==> src/rtl/nes_controller_emulator.sv <==
// nes_controller_emulator
//   Responder end of the NES controller serial link. Emulates a standard
//   8-button pad (4021-style shift register) so a console or the NES
//   controller reader can poll board-generated button states.
//
// Ports
//   clock        in   50 MHz system clock, rising-edge active
//   reset_n      in   asynchronous active-low reset
//   latchOrange  in   latch from the polling side, active-high, async
//   clockRed     in   serial pulse clock from the polling side, idle low, async
//   a..right     in   button levels, 1 = pressed
//   dataYellow   out  serial data, 0 = pressed / 1 = released
//   bitIndex     out  index of the bit currently on dataYellow (0..8)
//   frameDone    out  one-cycle pulse when the 8th bit has been shifted past
module nes_controller_emulator #(
  parameter int unsigned SYNC_STAGES = 2
) (
  input  logic       clock,
  input  logic       reset_n,
  input  logic       latchOrange,
  input  logic       clockRed,
  input  logic       a,
  input  logic       b,
  input  logic       select,
  input  logic       start,
  input  logic       up,
  input  logic       down,
  input  logic       left,
  input  logic       right,
  output logic       dataYellow,
  output logic [3:0] bitIndex,
  output logic       frameDone
);

  typedef enum logic [1:0] {
    ST_IDLE,
    ST_LOAD,
    ST_SHIFT,
    ST_DONE
  } state_t;

  state_t                 state_q, state_d;
  logic [7:0]             sr_q, sr_d;
  logic [3:0]             idx_q, idx_d;
  logic                   done_q, done_d;

  logic [SYNC_STAGES-1:0] latch_sync_q;
  logic [SYNC_STAGES-1:0] clk_sync_q;
  logic                   latch_hist_q;
  logic                   clk_hist_q;

  logic                   latch_lvl;
  logic                   clk_lvl;
  logic                   latch_rise;
  logic                   clk_rise;
  logic [7:0]             buttons;

  // Synchronizer chains plus one history flop each for edge detection.
  always_ff @(posedge clock or negedge reset_n) begin
    if (!reset_n) begin
      latch_sync_q <= '0;
      clk_sync_q   <= '0;
      latch_hist_q <= 1'b0;
      clk_hist_q   <= 1'b0;
    end else begin
      latch_sync_q <= {latch_sync_q[SYNC_STAGES-2:0], latchOrange};
      clk_sync_q   <= {clk_sync_q[SYNC_STAGES-2:0], clockRed};
      latch_hist_q <= latch_sync_q[SYNC_STAGES-1];
      clk_hist_q   <= clk_sync_q[SYNC_STAGES-1];
    end
  end

  assign latch_lvl  = latch_sync_q[SYNC_STAGES-1];
  assign clk_lvl    = clk_sync_q[SYNC_STAGES-1];
  assign latch_rise = latch_lvl & ~latch_hist_q;
  assign clk_rise   = clk_lvl & ~clk_hist_q;

  // Standard NES order, A shifted out first.
  assign buttons = {right, left, down, up, start, select, b, a};

  always_ff @(posedge clock or negedge reset_n) begin
    if (!reset_n) begin
      state_q <= ST_IDLE;
      sr_q    <= '0;
      idx_q   <= '0;
      done_q  <= 1'b0;
    end else begin
      state_q <= state_d;
      sr_q    <= sr_d;
      idx_q   <= idx_d;
      done_q  <= done_d;
    end
  end

  always_comb begin
    state_d = state_q;
    sr_d    = sr_q;
    idx_d   = idx_q;
    done_d  = 1'b0;
    // A latch rise restarts from any state and swallows a coincident clock edge.
    if (latch_rise) begin
      state_d = ST_LOAD;
      sr_d    = buttons;
      idx_d   = '0;
    end else begin
      unique case (state_q)
        ST_IDLE: begin
          sr_d  = '0;
          idx_d = '0;
        end
        ST_LOAD: begin
          idx_d = '0;
          // Parallel-load tracks the buttons while latch is high; freezes on fall.
          if (latch_lvl) begin
            sr_d = buttons;
          end else begin
            state_d = ST_SHIFT;
          end
        end
        ST_SHIFT: begin
          if (clk_rise) begin
            sr_d  = {1'b0, sr_q[7:1]};
            idx_d = idx_q + 4'd1;
            if (idx_q == 4'd7) begin
              state_d = ST_DONE;
              done_d  = 1'b1;
            end
          end
        end
        ST_DONE: begin
          idx_d = 4'd8;
        end
        default: begin
          state_d = ST_IDLE;
        end
      endcase
    end
  end

  // Drained pad reads as all-ones (pressed) to the console, hence 0 in DONE.
  always_comb begin
    dataYellow = 1'b1;
    unique case (state_q)
      ST_IDLE:  dataYellow = 1'b1;
      ST_LOAD:  dataYellow = ~sr_q[0];
      ST_SHIFT: dataYellow = ~sr_q[0];
      ST_DONE:  dataYellow = 1'b0;
      default:  dataYellow = 1'b1;
    endcase
  end

  assign bitIndex  = idx_q;
  assign frameDone = done_q;

endmodule

==> config.mk <==
export PLATFORM = sky130hd
export DESIGN_NAME = nes_controller_emulator
export DESIGN_NICKNAME = d
export VERILOG_FILES = /design/src/rtl/nes_controller_emulator.sv
export SDC_FILE = /design/constraint.sdc
export NUM_CORES = 1
export LEC_CHECK = 0
export ABC_AREA = 1
export BUFFER_PORTS_ARGS = -buffer_cell sky130_fd_sc_hd__buf_4
export CAP_MARGIN = 20
export CORE_ASPECT_RATIO = 0.7
export CORE_MARGIN = 4
export CORE_UTILIZATION = 50
export CTS_BUF_LIST = sky130_fd_sc_hd__clkbuf_4
export CTS_CLUSTER_DIAMETER = 100
export DETAILED_ROUTE_END_ITERATION = 7
export PLACE_DENSITY_LB_ADDON = 0.1
export SYNTH_ARGS = -nofsm -noshare
export SYNTH_HDL_FRONTEND = slang
export SYNTH_SLANG_ARGS = --single-unit
==> constraint.sdc <==
create_clock -name clock -period 1.2 [get_ports clock]
set_input_delay 0.12 -clock clock [delete_from_list [all_inputs] [get_ports clock]]
set_output_delay 0.12 -clock clock [all_outputs]
set_load 0.01 [all_outputs]
==> flow_metrics.py <==
metrics = {
    "placement": {
        "dp.cells": 209,
        "port_buffers": 17,
        "routabilityCongestion": 0.839,
        "dp_hpwl_um": 1890,
    },
    "clock_tree": {
        "cts_tree": "yes",
        "clockRootBuffer": "clkbuf_4",
        "clk_latency_ns": 0.31,
        "cts.clk_slew.worst_paths_ns": 0.12,
        "cts.sinks": 21,
        "cts_made_buffers": 3,
        "h-tree-depth": 1,
        "clockBufferDepth": 2,
    },
    "outcome": {
        "status": "complete, but fails checks",
        "violations": "negative setup slack",
    },
    "synth": {
        "ys_seq_area_share_pct": 43.7,
        "yosysMostFrequentCell": "nand2_1",
        "synth-async-reset-ratio_pct": 100,
        "synth_commonest_cells": "nand2_1 (56), dfrtp_1 (21), inv_1 (21), o21ai_0 (13)",
        "syn-num-nets": 167,
        "yosysWarnings": 0,
        "yosysTopAreaCellShare_pct": 43.7,
        "ys_ff_latch": 21,
        "synth.area.top_cells": "dfrtp_1 (44%), nand2_1 (17%), inv_1 (6.5%)",
        "synthCells": 150,
        "ys.flop_type": "dfrtp_1",
        "synth.distinct_cells": 24,
        "synth-edff-count": 0,
        "synth_area_leader_cell": "dfrtp_1",
        "avgSynthCellArea_sq_um": 8.02,
        "syn_area_sq_um": 1200,
    },
    "detailed_routing": {
        "wl_um": 3300,
        "first_pass_iters": 5,
        "dr_total_vias": 1142,
        "routed_via_density": 5.12,
        "top_layer": "met4",
        "wl_met1_um": 1420,
        "dr_wl_met3_um": 196,
        "drtIter0Drc": 72,
        "route.met2.wl_um": 1640,
        "avgRoutedWirePerCell_um": 14.8,
        "route.detailed.drc": 0,
        "antenna_left": 0,
    },
    "hold_path": {
        "holdCritPathClass": "primary input to flip-flop",
        "hold_depth": 3,
    },
    "pwr": {
        "p_per_area_nw_per_um2": 2270,
        "power_leakage_nw": 0.885,
        "p_total_mw": 3.97,
        "ir_drop_uv": 1360,
    },
    "floorplan": {
        "num_rows": 14,
        "die-area_sq_um": 3270,
        "ioPinCount": 18,
        "die_w_um": 66.6,
        "die_y_um": 49.1,
        "core_area_sq_um": 2220,
        "start_util_pct": 54.1,
    },
    "sta": {
        "clock.fmax_ghz": 0.657,
        "final-setup-viol-count": 15,
        "clock_skew_ns": 0.00657,
        "drv_slew": 0,
        "layout_setup_ws_ns": -0.321,
        "hold_violations": 0,
        "fin_crit_ns": 1.52,
        "tightest_slew_ns": 0.276,
        "rsz0062_at_grt": "true",
        "tns_ns": -3.29,
        "finalCritPeriodShare_pct": 127,
        "max_slew_margin_pct": 81.6,
    },
    "cells_and_area": {
        "drive_gt1_share_pct": 45.5,
        "diodes": 0,
        "multiInputGateArea_sq_um": 727,
        "num-fill-cells": 146,
        "regArea_sq_um": 528,
        "stdcell_count": 223,
        "syn2layout_area_growth_pct": 45.1,
        "fin_nets": 209,
    },
    "grt": {
        "first_global_vias": 1099,
        "grt_first_pass_wirelength_um": 4950,
        "grt_max_degree": 22,
        "overflow": 0,
        "antenna_found_initial": 0,
        "track_usage_pct": 20.2,
    },
    "critical_path": {
        "critPathCaptureType": "output pin",
        "cp-start-kind": "flip-flop",
        "arrival_ns": 1.40,
        "crit_type": "flip-flop to output pin",
        "required_ns": 1.08,
        "r2r_cells": 10,
        "crit_path_max_fanout": 4,
    },
    "flow_run": {
        "drv_cap": 0,
    },
}
==> area by class of cell <==
type,count,area share [%]
Clock inverter,1,0.430
Tap cell,32,2.29
Sequential cell,21,30.2
Clock buffer,3,1.29
Multi-Input combinational cell,104,41.6
Timing Repair Buffer,38,18.1
Inverter,24,6.02
==> routing by layer <==
metal,global-route usage (%),up-vias
li1,-,546
met1,27.0,543
met2,31.9,47
met3,5.99,6
met4,5.07,0
met5,0,-
==> state kept, by name (all words and copies together) (netlist names) <==
signal and flops:
sr_q 8, frameDone 1, latch_sync_q 2, latch_hist_q 1
bitIndex 4, clk_hist_q 1, state_q 2, clk_sync_q 2
==> critical path: stages (launching register included) <==
cell and delay [ns]:
dfrtp_2 0.47, inv_2 0.10, ha_4 0.22, inv_4 0.07, nand2_1 0.06, o21ai_2 0.06
buf_4 0.13
==> where the power goes <==
part | internal [mW] | switching, mW
Clock | 0.127 | 0.224
Sequential | 0.868 | 0.152
Combinational | 1.11 | 1.48
==> path summary, 6_finish.rpt <==
| check | from | end | slack (ns) |
|---|---|---|---|
| min in group asynchronous | reset_n | bitIndex[2]$_DFFE_PN0P_ | 0.21 |
| worst max-delay path | state_q[1]$_DFFE_PN0P_ | dataYellow | -0.32 |
| worst max register to register | state_q[0]$_DFFE_PN0P_ | sr_q[2]$_DFFE_PN0P_ | -0.31 |
| worst min-delay path | right | sr_q[7]$_DFFE_PN0P_ | 0.08 |
| max in group asynchronous | reset_n | bitIndex[0]$_DFFE_PN0P_ | 0.74 |
| worst min register to register | latch_sync_q[0]$_DFF_PN0_ | latch_sync_q[1]$_DFF_PN0_ | 0.37 |
==> per-stage QoR <==
step	utilization, %	hold WS, ns	worst slack [ns]	instance area (sq um)
2_1_floorplan	-	-0.176	-0.0852	1220
3_3_place_gp	65.1	0.0166	-0.173	1450
3_5_place_dp	65.1	0.0158	-0.238	1450
4_1_cts	72.7	0.0622	-0.326	1620
5_1_grt	78.5	0.0603	-0.395	1750
6_report	78.5	0.0798	-0.321	1750
==> cell usage in the layout, fill, tap and decap left out, types with 2 or more instances in the layout <==
cell	instances
nand2_2	6
dfrtp_2	2
nand3_4	4
o21ai_2	3
dfrtp_1	19
dlygate4sd3_1	3
inv_4	3
ha_4	3
nand2_1	51
o21ai_1	8
nand3_2	4
a21oi_2	2
inv_1	13
clkbuf_4	3
o21ai_0	4
nor2_4	5
buf_4	31
inv_2	7
nor2_2	2
buf_6	3
nand3_1	2
==> timing repair <==
| item | CTS | global route |
|---|---|---|
| pin swaps | 8 | 16 |
| gates resized for setup | 19 | 33 |
| endpoints found under the hold margin | 23 | 0 |
| gates cloned | 1 | 0 |
| buffers inserted | 5 | 1 |
| hold buffers | 3 | 0 |
| setup endpoints to repair | 16 | 16 |
==> logic make-up after synthesis <==
logic type                 Yosys count  synth area share [%]
DFF                                 21                  43.7
buffers and inverters               26                  9.88
and+or+nand+nor                     78                  32.1
AOI/OAI and AO/OA                   19                  8.42
adders and majority gates            5                  5.20
xor gates and xnor gates             1                 0.728
Power figures use the tool's default switching activity.
